--- config.mk ---
export PLATFORM = sky130hd
export DESIGN_NAME = mult_dot_accum
export DESIGN_NICKNAME = d
export VERILOG_FILES = /design/src/rtl/mult_dot_accum.sv
export SDC_FILE = /design/constraint.sdc
export NUM_CORES = 1
export LEC_CHECK = 0
export CAP_MARGIN = 5
export CORE_MARGIN = 1.5
export CORE_UTILIZATION = 45
export DETAILED_ROUTE_END_ITERATION = 8
export PLACE_DENSITY = 0.83
export SYNTH_ARGS = -nofsm -noshare
export SYNTH_HDL_FRONTEND = slang
export SYNTH_SLANG_ARGS = --single-unit
export TNS_END_PERCENT = 50
--- constraint.sdc ---
create_clock -name clk -period 2.6 [get_ports clk]
set_input_delay 0.65 -clock clk [delete_from_list [all_inputs] [get_ports clk]]
set_output_delay 0.65 -clock clk [all_outputs]
set_load 0.1 [all_outputs]
--- src/rtl/mult_dot_accum.sv ---
// Dot-product accumulator fed by a free-running multiplier output register.
// Sums a programmed count of unsigned products and hands the result off on valid/ready.
module mult_dot_accum #(
   parameter int N     = 8,
   parameter int LEN_W = 8,
   parameter int GUARD = 8,
   localparam int ACC_W = 2*N + GUARD
) (
   input  logic             clk,
   input  logic             rst_n,
   input  logic             start,
   input  logic [LEN_W-1:0] len,
   input  logic [2*N-1:0]   p_in,
   input  logic             p_valid,
   output logic [ACC_W-1:0] acc_out,
   output logic             acc_valid,
   input  logic             acc_ready,
   output logic             busy,
   output logic             ovf,
   output logic             drop_err
);

   typedef enum logic [1:0] {IDLE, ACCUM, DONE} state_t;

   state_t           state;
   logic [LEN_W-1:0] cnt;
   logic             handshake;
   logic             take_start;
   logic [ACC_W:0]   sum_p0;

   // Top bit of the result is the carry out of the accumulator width.
   function automatic logic [ACC_W:0] add_wrap(input logic [ACC_W-1:0] a,
                                               input logic [2*N-1:0]   b);
      return {1'b0, a} + {{(GUARD+1){1'b0}}, b};
   endfunction

   assign handshake  = (state == DONE) && acc_ready;
   assign take_start = start && ((state == IDLE) || handshake);
   assign sum_p0     = add_wrap(acc_out, p_in);
   assign acc_valid  = (state == DONE);
   assign busy       = (state != IDLE);

   // Single accumulate stage: product absorbed on the edge it is presented
   always_ff @(posedge clk or negedge rst_n) begin
      if (!rst_n) begin
         state    <= IDLE;
         cnt      <= '0;
         acc_out  <= '0;
         ovf      <= 1'b0;
         drop_err <= 1'b0;
      end else begin
         if (take_start) begin
            acc_out  <= '0;
            ovf      <= 1'b0;
            drop_err <= 1'b0;
            cnt      <= len;
            state    <= (len != '0) ? ACCUM : DONE;
         end else begin
            case (state)
               ACCUM: begin
                  if (p_valid) begin
                     acc_out <= sum_p0[ACC_W-1:0];
                     if (sum_p0[ACC_W]) ovf <= 1'b1;
                     cnt <= cnt - LEN_W'(1);
                     if (cnt == LEN_W'(1)) state <= DONE;
                  end
               end
               DONE: begin
                  if (handshake) state <= IDLE;
               end
               default: ;
            endcase
         end
         // Placed last so a drop in the start cycle survives the clear.
         if (p_valid && (state != ACCUM)) drop_err <= 1'b1;
      end
   end

endmodule

==> impl_metrics.py, run 1 <==
metrics = {
    "sta": {
        "worst_slew_margin_rel": 0.641,
        "tns_ns": 0,
        "worst_slew_pin_tran_ns": 0.534,
        "hold-worst-slack_ns": 0.515,
        "final-max-slew-violation-count": 0,
        "post_route_fraction_of_the_period_consumed_by_the_critical_path": 0.974,
        "skew_ns": 0.00392,
        "timing_hold_violations_final": 0,
        "final_setup_vio_count": 0,
        "max_freq_mhz": 395,
        "layout_min_cycle_time_ns": 2.53,
    },
    "layout": {
        "drive_gt1_frac": 0.292,
        "multi_input_area_um2": 1610,
        "num-fill-cells": 408,
        "num-nets-final": 437,
        "finalNonFillerCells": 460,
        "final_cell_area_um2": 3600,
        "ff_latch_area_um2": 915,
        "antenna_cells_inserted": 0,
        "finish.utilization": 0.687,
        "synthToLayoutAreaGrowth_pct": 43.6,
    },
    "placed_design": {
        "finalWeightedCongestion": 0.856,
        "place_hpwl_mm": 5.05,
        "port_buffers": 56,
        "post_dp_cell_area_um2": 3410,
        "placedCellCount": 451,
    },
    "power": {
        "p_clk_frac": 0.102,
        "net-switching-power_mw": 2.61,
        "p_comb_frac": 0.693,
        "p_int_mw": 2.29,
        "ir_worst_vdd_v": 0.000870,
        "leakage_nw": 1.62,
        "power.share.switching": 0.533,
        "cellPowerDensity_nw_per_um2": 1360,
        "power.share.sequential": 0.206,
    },
    "route": {
        "drcViolationCount": 0,
        "vias": 2581,
        "routed_wire_length_per_instance_um": 15.0,
        "vias_per_cell": 5.61,
        "final_antenna_net_count": 0,
        "detail_route.wirelength_mm": 6.91,
        "drt_first_iter_violations": 130,
        "first_pass_iters": 4,
    },
    "flow_run": {
        "cap_viol_max_count": 0,
    },
    "synth": {
        "synthAdderAreaFrac": 0.0979,
        "netlist.top_cell.by_area": "sky130_fd_sc_hd__dfrtp_1",
        "synth.cell_area_um2": 2500,
        "syn_inst_count": 287,
        "muxShareOfSynthArea": 0.0160,
        "seq_area_frac_synth": 0.360,
        "yosys-top-cells-area": "sky130_fd_sc_hd__dfrtp_1 (36%), sky130_fd_sc_hd__ha_1 (9.0%), sky130_fd_sc_hd__nand2_1 (5.5%)",
        "synth_xor_area_frac": 0.0559,
        "synth-edff-count": 0,
        "syn-mean-instance-area_um2": 8.73,
        "synth_async_sr_flop_share": 1.00,
        "post-synth-top-count-cell": "sky130_fd_sc_hd__nand2_1",
        "yosys.cell_types.count": 52,
        "net_count_synth": 335,
        "synth_top_family_by_area": "compound AO/OA/AOI/OAI gates",
        "synth-compound-area-share": 0.229,
        "yosys_warnings": 0,
        "yosys-top-cells-count": "sky130_fd_sc_hd__nand2_1 (37), sky130_fd_sc_hd__dfrtp_1 (36), sky130_fd_sc_hd__nor2_1 (24)",
        "ys_ff_latch": 36,
        "synth_simple_gate_area_frac": 0.219,
        "area_fraction_of_the_dominant_cell_type_after_synthesis": 0.360,
        "dominantRegCellSynth": "sky130_fd_sc_hd__dfrtp_1",
    },
    "clocking": {
        "cts_tree": "built",
        "clk_latency_ns": 0.29,
        "cts-buffers-inserted": 5,
        "cts_root_buf": "sky130_fd_sc_hd__clkbuf_8",
        "clk_pin_slew_worst_paths_ns": 0.07,
        "hold_buffers": 0,
        "clock-sinks": 36,
        "cts_max_path_buffers": 2,
        "maximum_level_of_the_cts_h_tree": 2,
    },
    "worst_setup_path": {
        "critical_path_required_ns": 2.79,
        "timing.critical_path.arrival_ns": 2.72,
        "worst_path_largest_cell_delay_ns": 0.41,
        "worst-setup-path-type": "in -> reg",
        "worst-path-max-fanout": 3,
        "crit_chain": "clkdlybuf4s50_1, ha_1, a21oi_4, nor3_2, a2111oi_4, a21oi_2, or3_1, a32o_1",
        "startpoint_type": "primary input",
        "crit_slowest_cell": "sky130_fd_sc_hd__clkdlybuf4s50_1",
        "worst_setup_path_end_kind": "flip-flop",
    },
    "global_routing": {
        "maximum_number_of_pins_on_one_net_before_global_route_repair": 37,
        "grt_antenna_before_repair": 0,
        "grt_pass1_vias": 2616,
        "overflow": 0,
        "gr-usage-all-layers": 0.243,
        "globalRouteMet3Util": 0.0471,
        "grt_use_met1": 0.295,
        "top_usage_layer": "met2",
        "groute.layer.met2.usage": 0.426,
        "grt_first_pass_wirelength_mm": 11.8,
    },
    "worst_hold_path": {
        "min-delay-path-class": "reg -> reg",
    },
    "floorplanning": {
        "fp.dieH_um": 77.6,
        "fp-row-count": 26,
        "design.die.area_um2": 6020,
        "initial_utilization": 0.478,
        "die_width_um": 77.6,
        "io-pin-count": 57,
        "total_core_area_um2": 5240,
    },
    "status": {
        "run_status": "finished, final reports clean",
    },
}
[worst paths after layout]
check,startpoint,to,slack [ns],depth (start not counted)
max,p_in[6],acc_out[13],0.07,8
min,acc_out[11],acc_out[11],0.52,2
max reg2reg,acc_out[0],acc_out[10],0.27,8
min reg2reg,acc_out[11],acc_out[11],0.52,2
max in group asynchronous,rst_n,acc_out[4],1.47,2
min in group asynchronous,rst_n,drop_err,0.78,2
[area by class of cell]
cell class / count / share of cell area
timing repair buffer: 104 / 0.237
inverter: 5 / 0.00522
multi-input combinational: 237 / 0.448
tap: 70 / 0.0244
clock buffer: 5 / 0.0191
clock inverter: 3 / 0.0118
sequential: 36 / 0.254
[metrics by stage]
stage | total power [mW] | setup WS (ns)
floorplan | 3.25 | 0.00230
global placement | 4.23 | -0.461
detailed placement | 4.29 | -0.509
CTS | 4.86 | 0.0319
global route | 5.21 | -0.0126
finish | 4.90 | 0.0686
[cell usage in the layout, fill, tap and decap left out, types with 4 or more instances in the layout]
master	synthesis	routed
sky130_fd_sc_hd__buf_4	0	76
sky130_fd_sc_hd__nand2_1	37	37
sky130_fd_sc_hd__clkdlybuf4s50_1	0	26
sky130_fd_sc_hd__dfrtp_1	36	25
sky130_fd_sc_hd__nor2_1	24	24
sky130_fd_sc_hd__a21oi_1	23	23
sky130_fd_sc_hd__o21ai_0	22	20
sky130_fd_sc_hd__ha_1	18	16
sky130_fd_sc_hd__nand3_1	11	11
sky130_fd_sc_hd__dfrtp_2	0	11
sky130_fd_sc_hd__xnor2_1	10	10
sky130_fd_sc_hd__nor4_1	6	6
sky130_fd_sc_hd__xor2_1	6	6
sky130_fd_sc_hd__inv_1	5	5
sky130_fd_sc_hd__a21o_1	5	5
sky130_fd_sc_hd__o21a_1	5	5
sky130_fd_sc_hd__clkbuf_8	0	5
sky130_fd_sc_hd__nor2b_1	4	4
sky130_fd_sc_hd__nand4_1	4	4
sky130_fd_sc_hd__nor3_1	4	4
sky130_fd_sc_hd__mux2i_1	4	4
sky130_fd_sc_hd__o21ai_1	2	4
[per-layer routing]
metal	wire length, um	vias up
met5	0	-
met4	126	0
met3	365	14
met2	3480	73
met1	2940	1237
li1	-	1257
[state kept, by name, summed over array words and instances, names as in the netlist]
name	cells
cnt	8
state	2
drop_err	1
ovf	1
acc_out	24
[kinds of logic after synthesis]
group                    count (synthesis)
multiplexers                             4
buffers and inverters                   14
AO/OA/AOI/OAI                           86
AND/OR/NAND/NOR                        112
flip-flops                              36
adder cells (fa/ha/maj)                 19
XOR/XNOR                                16
[worst max-delay path: cells and delay by family]
| family | cells | cell delay, ns |
|---|---|---|
| adder cells (fa/ha/maj) | 1 | 0.35 |
| buffers and inverters | 1 | 0.41 |
| AO/OA/AOI/OAI | 4 | 0.88 |
| AND/OR/NAND/NOR | 2 | 0.43 |
[power groups by stage]
stage                     clock, mW  combinational, mW  sequential (mW)
after CTS                     0.508               3.35            0.997
after global placement            0               3.23            0.992
after detailed placement          0               3.29             1.00
after floorplan                   0               1.33             1.92
final                         0.498               3.40             1.01
after global routing          0.535               3.63             1.04
[what timing repair did]
| item | in CTS | in global routing |
|---|---|---|
| resized for setup | 8 | 6 |
| setup buffers | 1 | 0 |
| setup endpoints to repair | 8 | 8 |
| cloned | 0 | 0 |
| pin swaps | 7 | 6 |
(Power assumes the default switching activity.)
==> inputs of run 2 (changes only) <==
Settings changed: CTS_CLUSTER_DIAMETER set to 30, TNS_END_PERCENT 50 to 20.
==> impl_metrics.py, run 2 (synthesis results as in run 1) <==
metrics = {
    "status": {
        "run_status": "finished, final reports clean",
    },
    "global_routing": {
        "overflow": 0,
        "gr-usage-all-layers": 0.243,
        "grt_pass1_vias": 2616,
        "grt_first_pass_wirelength_mm": 11.8,
        "maximum_number_of_pins_on_one_net_before_global_route_repair": 37,
        "grt_antenna_before_repair": 0,
    },
    "worst_setup_path": {
        "worst-path-max-fanout": 3,
        "timing.critical_path.arrival_ns": 2.72,
        "worst_setup_path_endpoint": "acc_out[13]",
        "critical_path.reg2reg.endpoint": "acc_out[10]",
        "setup.worst_path.start": "p_in[4]",
        "reg2regPathDepth": 8,
        "r2r-start": "acc_out[0]",
        "startpoint_type": "primary input",
        "worst-setup-path-type": "in -> reg",
        "worst_setup_path_end_kind": "flip-flop",
        "critical_path_required_ns": 2.79,
        "regToRegSetupSlack_ns": 0.26,
    },
    "power": {
        "ir_worst_vdd_v": 0.000868,
        "leakage_nw": 1.62,
        "cellPowerDensity_nw_per_um2": 1360,
    },
    "placed_design": {
        "place_hpwl_mm": 5.05,
        "finalWeightedCongestion": 0.856,
        "port_buffers": 56,
        "placedCellCount": 451,
        "post_dp_cell_area_um2": 3410,
    },
    "layout": {
        "synthToLayoutAreaGrowth_pct": 43.1,
        "drive_gt1_frac": 0.290,
        "biggestRegsByFlops": "acc_out x24, cnt x8, state x2",
        "regMostFlops": "acc_out",
        "final_cell_area_um2": 3580,
        "number_of_flip_flops_in_the_largest_register": 24,
        "commonest_cells_after_routing_fill_and_taps_aside": "sky130_fd_sc_hd__buf_4 (76), sky130_fd_sc_hd__nand2_1 (37), sky130_fd_sc_hd__clkdlybuf4s50_1 (26), sky130_fd_sc_hd__dfrtp_1 (25), sky130_fd_sc_hd__nor2_1 (24)",
        "finish.utilization": 0.684,
        "finalNonFillerCells": 460,
        "layout_commonest_cell": "sky130_fd_sc_hd__buf_4",
        "num-fill-cells": 411,
        "num-nets-final": 437,
        "antenna_cells_inserted": 0,
    },
    "route": {
        "drt_first_iter_violations": 137,
        "vias": 2566,
        "vias_per_cell": 5.58,
        "first_pass_iters": 4,
        "routed_wire_length_per_instance_um": 14.9,
        "detail_route.wirelength_mm": 6.85,
        "final_antenna_net_count": 0,
        "drcViolationCount": 0,
    },
    "sta": {
        "final-max-slew-violation-count": 0,
        "hold-worst-slack_ns": 0.515,
        "tns_ns": 0,
        "worst_slew_margin_rel": 0.649,
        "post_route_fraction_of_the_period_consumed_by_the_critical_path": 0.975,
        "timing_hold_violations_final": 0,
        "worst_slew_pin_tran_ns": 0.521,
        "layout_min_cycle_time_ns": 2.54,
        "final_setup_vio_count": 0,
        "max_freq_mhz": 394,
        "skew_ns": 0.00520,
        "rsz_0062_raised_after_global_routing": "true",
    },
    "clocking": {
        "cts_root_buf": "sky130_fd_sc_hd__clkbuf_8",
        "cts_max_path_buffers": 2,
        "clock-sinks": 36,
        "cts-buffers-inserted": 5,
        "clk_pin_slew_worst_paths_ns": 0.07,
        "clk_latency_ns": 0.29,
        "hold_buffers": 0,
        "cts_tree": "built",
        "maximum_level_of_the_cts_h_tree": 2,
    },
    "flow_run": {
        "cap_viol_max_count": 0,
    },
    "floorplanning": {
        "total_core_area_um2": 5240,
        "fp.dieH_um": 77.6,
        "initial_utilization": 0.478,
        "io-pin-count": 57,
        "die_width_um": 77.6,
        "design.die.area_um2": 6020,
        "fp-row-count": 26,
    },
    "worst_hold_path": {
        "min_from": "acc_out[11]",
        "min-delay-path-class": "reg -> reg",
    },
}
-- run 2: cell counts in the layout (fill, tap and decap cells not counted) --
Identical to the previous run, type by type.
-- run 2: routing by layer --
| metal | routed length [um] | track usage | vias up |
|---|---|---|---|
| met5 | 0 | 0 | - |
| met2 | 3450 | 0.426 | 71 |
| met1 | 2920 | 0.295 | 1222 |
| met4 | 129 | 0.0855 | 0 |
| met3 | 347 | 0.0471 | 14 |
| li1 | - | - | 1259 |
-- run 2: per-stage QoR --
stage,worst slack [ns],power [mW]
4_1_cts,0.0319,4.86
2_1_floorplan,0.00230,3.25
6_report,0.0648,4.89
5_1_grt,-0.0224,5.20
3_3_place_gp,-0.461,4.23
3_5_place_dp,-0.509,4.29
-- run 2: cell type report --
class                   count  area, um2  share of cell area
clock buffers               5       68.8              0.0192
repair buffers            104        852               0.238
inverters                   5       18.8             0.00524
flip-flops and latches     36        915               0.255
multi-input cells         237       1600               0.446
well taps                  70       87.6              0.0244
clock inverters             3       42.5              0.0119
-- run 2: worst min-delay path by stage --
stage | endpoint | slack [ns] | cells past startpoint
2_1_floorplan | acc_out[0] | 0.35 | 0
3_3_place_gp | acc_out[8] | 0.49 | 2
3_5_place_dp | acc_out[9] | 0.50 | 2
4_1_cts | acc_out[8] | 0.52 | 2
5_1_grt | acc_out[9] | 0.54 | 2
6_report | acc_out[11] | 0.51 | 2
-- run 2: where the power goes --
group / switching, mW / internal (mW)
combinational: 2.17 / 1.21
sequential: 0.220 / 0.786
clock: 0.216 / 0.284
total: 2.61 / 2.28
-- run 2: worst max-delay path, stage by stage --
cell and delay (ns):
sky130_fd_sc_hd__clkdlybuf4s50_1 0.41, sky130_fd_sc_hd__ha_1 0.33, sky130_fd_sc_hd__a21o_1 0.21, sky130_fd_sc_hd__a31o_2 0.25, sky130_fd_sc_hd__o21ai_4 0.18, sky130_fd_sc_hd__a21oi_2 0.08, sky130_fd_sc_hd__or3_1 0.35, sky130_fd_sc_hd__a32o_1 0.25
-- run 2: what timing repair did --
item / CTS / global route
gates resized for setup: 8 / 5
setup buffers: 1 / 0
setup endpoints to repair: 8 / 8
cloned: 0 / 0
pin swaps: 7 / 4
==> inputs of run 3 (changes only) <==
Settings changed: CORE_ASPECT_RATIO set to 0.75.
Clock period 2.6 ns to 2.7 ns, I/O delays scaled along.
==> impl_metrics.py, run 3 (synthesis results as in run 1) <==
metrics = {
    "floorplanning": {
        "design.die.area_um2": 6030,
        "initial_utilization": 0.468,
        "total_core_area_um2": 5350,
        "fp.dieH_um": 67.6,
        "io-pin-count": 57,
        "die_width_um": 89.2,
        "fp-row-count": 23,
    },
    "route": {
        "vias": 2546,
        "final_antenna_net_count": 0,
        "vias_per_cell": 5.53,
        "detail_route.wirelength_mm": 6.86,
        "drcViolationCount": 0,
        "drt_first_iter_violations": 175,
        "first_pass_iters": 4,
        "routed_wire_length_per_instance_um": 14.9,
    },
    "worst_hold_path": {
        "whs_endpoint": "acc_out[5]",
        "hold_depth": 2,
        "min_from": "acc_out[5]",
        "min-delay-path-class": "reg -> reg",
    },
    "status": {
        "run_status": "finished, final reports clean",
    },
    "power": {
        "power.share.sequential": 0.205,
        "power.share.switching": 0.537,
        "p_comb_frac": 0.690,
        "net-switching-power_mw": 2.51,
        "design_power_total_mw": 4.66,
        "leakage_nw": 1.60,
        "p_clk_frac": 0.105,
        "ir_worst_vdd_v": 0.000961,
        "cellPowerDensity_nw_per_um2": 1320,
        "p_int_mw": 2.16,
    },
    "sta": {
        "final-max-slew-violation-count": 0,
        "skew_ns": 0.00960,
        "worst_slew_margin_rel": 0.646,
        "worst_slew_pin_tran_ns": 0.526,
        "timing_hold_violations_final": 0,
        "layout_min_cycle_time_ns": 2.62,
        "max_freq_mhz": 382,
        "final_setup_vio_count": 0,
        "post_route_fraction_of_the_period_consumed_by_the_critical_path": 0.970,
        "hold-worst-slack_ns": 0.513,
    },
    "clocking": {
        "cts_max_path_buffers": 2,
        "cts_root_buf": "sky130_fd_sc_hd__clkbuf_8",
        "hold_buffers": 0,
        "clk_latency_ns": 0.30,
        "maximum_level_of_the_cts_h_tree": 2,
        "clk_pin_slew_worst_paths_ns": 0.08,
        "clock-sinks": 36,
        "cts-buffers-inserted": 5,
        "cts_tree": "built",
    },
    "layout": {
        "num-fill-cells": 461,
        "biggestRegsByFlops": "acc_out x24, cnt x8, state x2",
        "number_of_flip_flops_in_the_largest_register": 24,
        "commonest_cells_after_routing_fill_and_taps_aside": "sky130_fd_sc_hd__buf_4 (71), sky130_fd_sc_hd__nand2_1 (37), sky130_fd_sc_hd__dfrtp_1 (29), sky130_fd_sc_hd__clkdlybuf4s50_1 (27), sky130_fd_sc_hd__nor2_1 (24)",
        "regMostFlops": "acc_out",
        "num-nets-final": 432,
        "drive_gt1_frac": 0.268,
        "synthToLayoutAreaGrowth_pct": 40.9,
        "layout_commonest_cell": "sky130_fd_sc_hd__buf_4",
        "finalNonFillerCells": 460,
        "final_cell_area_um2": 3530,
        "antenna_cells_inserted": 0,
    },
    "worst_setup_path": {
        "critical_path.reg2reg.endpoint": "acc_out[14]",
        "r2r-start": "acc_out[0]",
        "crit_slowest_cell": "sky130_fd_sc_hd__clkdlybuf4s50_1",
        "critical_path_required_ns": 2.89,
        "startpoint_type": "primary input",
        "worst_path_largest_cell_delay_ns": 0.45,
        "timing.critical_path.arrival_ns": 2.81,
        "critical_path.n_buffers_inverters": 1,
        "crit_top_cell": "sky130_fd_sc_hd__o21ai_1",
        "crit_chain": "clkdlybuf4s50_1, fa_2, a21o_1, a221o_1, a221oi_2, o21ai_1, xnor2_1, o21ai_1",
        "regToRegSetupSlack_ns": 0.25,
        "critical-path-top-delay-family": "compound AO/OA/AOI/OAI gates",
        "setup.worst_path.start": "p_in[1]",
        "worst-setup-path-type": "in -> reg",
        "reg2regPathDepth": 8,
        "worst-path-max-fanout": 3,
        "worst_setup_path_end_kind": "flip-flop",
    },
    "placed_design": {
        "finalWeightedCongestion": 0.951,
        "placedCellCount": 451,
        "post_dp_cell_area_um2": 3380,
        "place_hpwl_mm": 5.26,
        "port_buffers": 56,
    },
    "global_routing": {
        "overflow": 0,
        "grt_first_pass_wirelength_mm": 11.4,
        "gr-usage-all-layers": 0.250,
        "grt_antenna_before_repair": 0,
        "maximum_number_of_pins_on_one_net_before_global_route_repair": 37,
        "grt_pass1_vias": 2375,
    },
    "flow_run": {
        "cap_viol_max_count": 0,
    },
}
==> run 3: worst reg2reg max path, delay by kind of cell, from the launching register on <==
family / cells / cell delay (ns)
compound gates: 5 / 1.13
fa+ha+maj: 2 / 0.61
flops: 1 / 0.42
xor+xnor: 1 / 0.18
==> run 3: power groups by stage <==
| stage | clock network [mW] | logic, mW | registers (mW) |
|---|---|---|---|
| floorplan | 0 | 1.29 | 1.84 |
| global placement | 0 | 3.09 | 0.952 |
| detailed placement | 0 | 3.15 | 0.963 |
| CTS | 0.502 | 3.17 | 0.953 |
| global route | 0.525 | 3.44 | 0.991 |
| finish | 0.491 | 3.22 | 0.955 |
==> run 3: worst max path at each step <==
stage / to / slack (ns) / depth (start not counted)
floorplan: acc_out[13] / -0.004 / 7
global placement: acc_out[10] / -0.37 / 9
detailed placement: acc_out[14] / -0.46 / 9
CTS: acc_out[10] / 0.02 / 9
global route: acc_out[14] / -0.008 / 8
finish: acc_out[14] / 0.08 / 8
==> run 3: layer usage <==
layer,global-route usage,up-vias,wire (um)
met5,0,-,0
met4,0.0750,0,67
met3,0.0416,8,459
met2,0.383,86,3090
met1,0.360,1201,3240
li1,-,1251,-
==> run 3: final cells by class <==
| type | instances | area [um2] | share of cell area |
|---|---|---|---|
| clock inverters | 3 | 42.5 | 0.0121 |
| flip-flops and latches | 36 | 910 | 0.258 |
| repair buffers | 99 | 816 | 0.231 |
| multi-input cells | 237 | 1580 | 0.448 |
| inverters | 5 | 18.8 | 0.00532 |
| clock buffers | 5 | 68.8 | 0.0195 |
| well taps | 75 | 93.8 | 0.0266 |
==> run 3: metrics by stage <==
step	setup WS (ns)	setup TNS (ns)	utilization
after global placement	-0.369	-2.83	0.631
after CTS	0.0166	0	0.653
after detailed placement	-0.458	-3.50	0.631
after global routing	-0.00815	-0.00815	0.659
after floorplan	-0.00390	-0.00390	-
final	0.0810	0	0.659
==> run 3: repair_timing <==
item,CTS,global route
setup endpoints to repair,3,9
endpoints found under the hold margin,0,0
gates resized for setup,2,8
pin swaps,3,9
buffers inserted,0,1
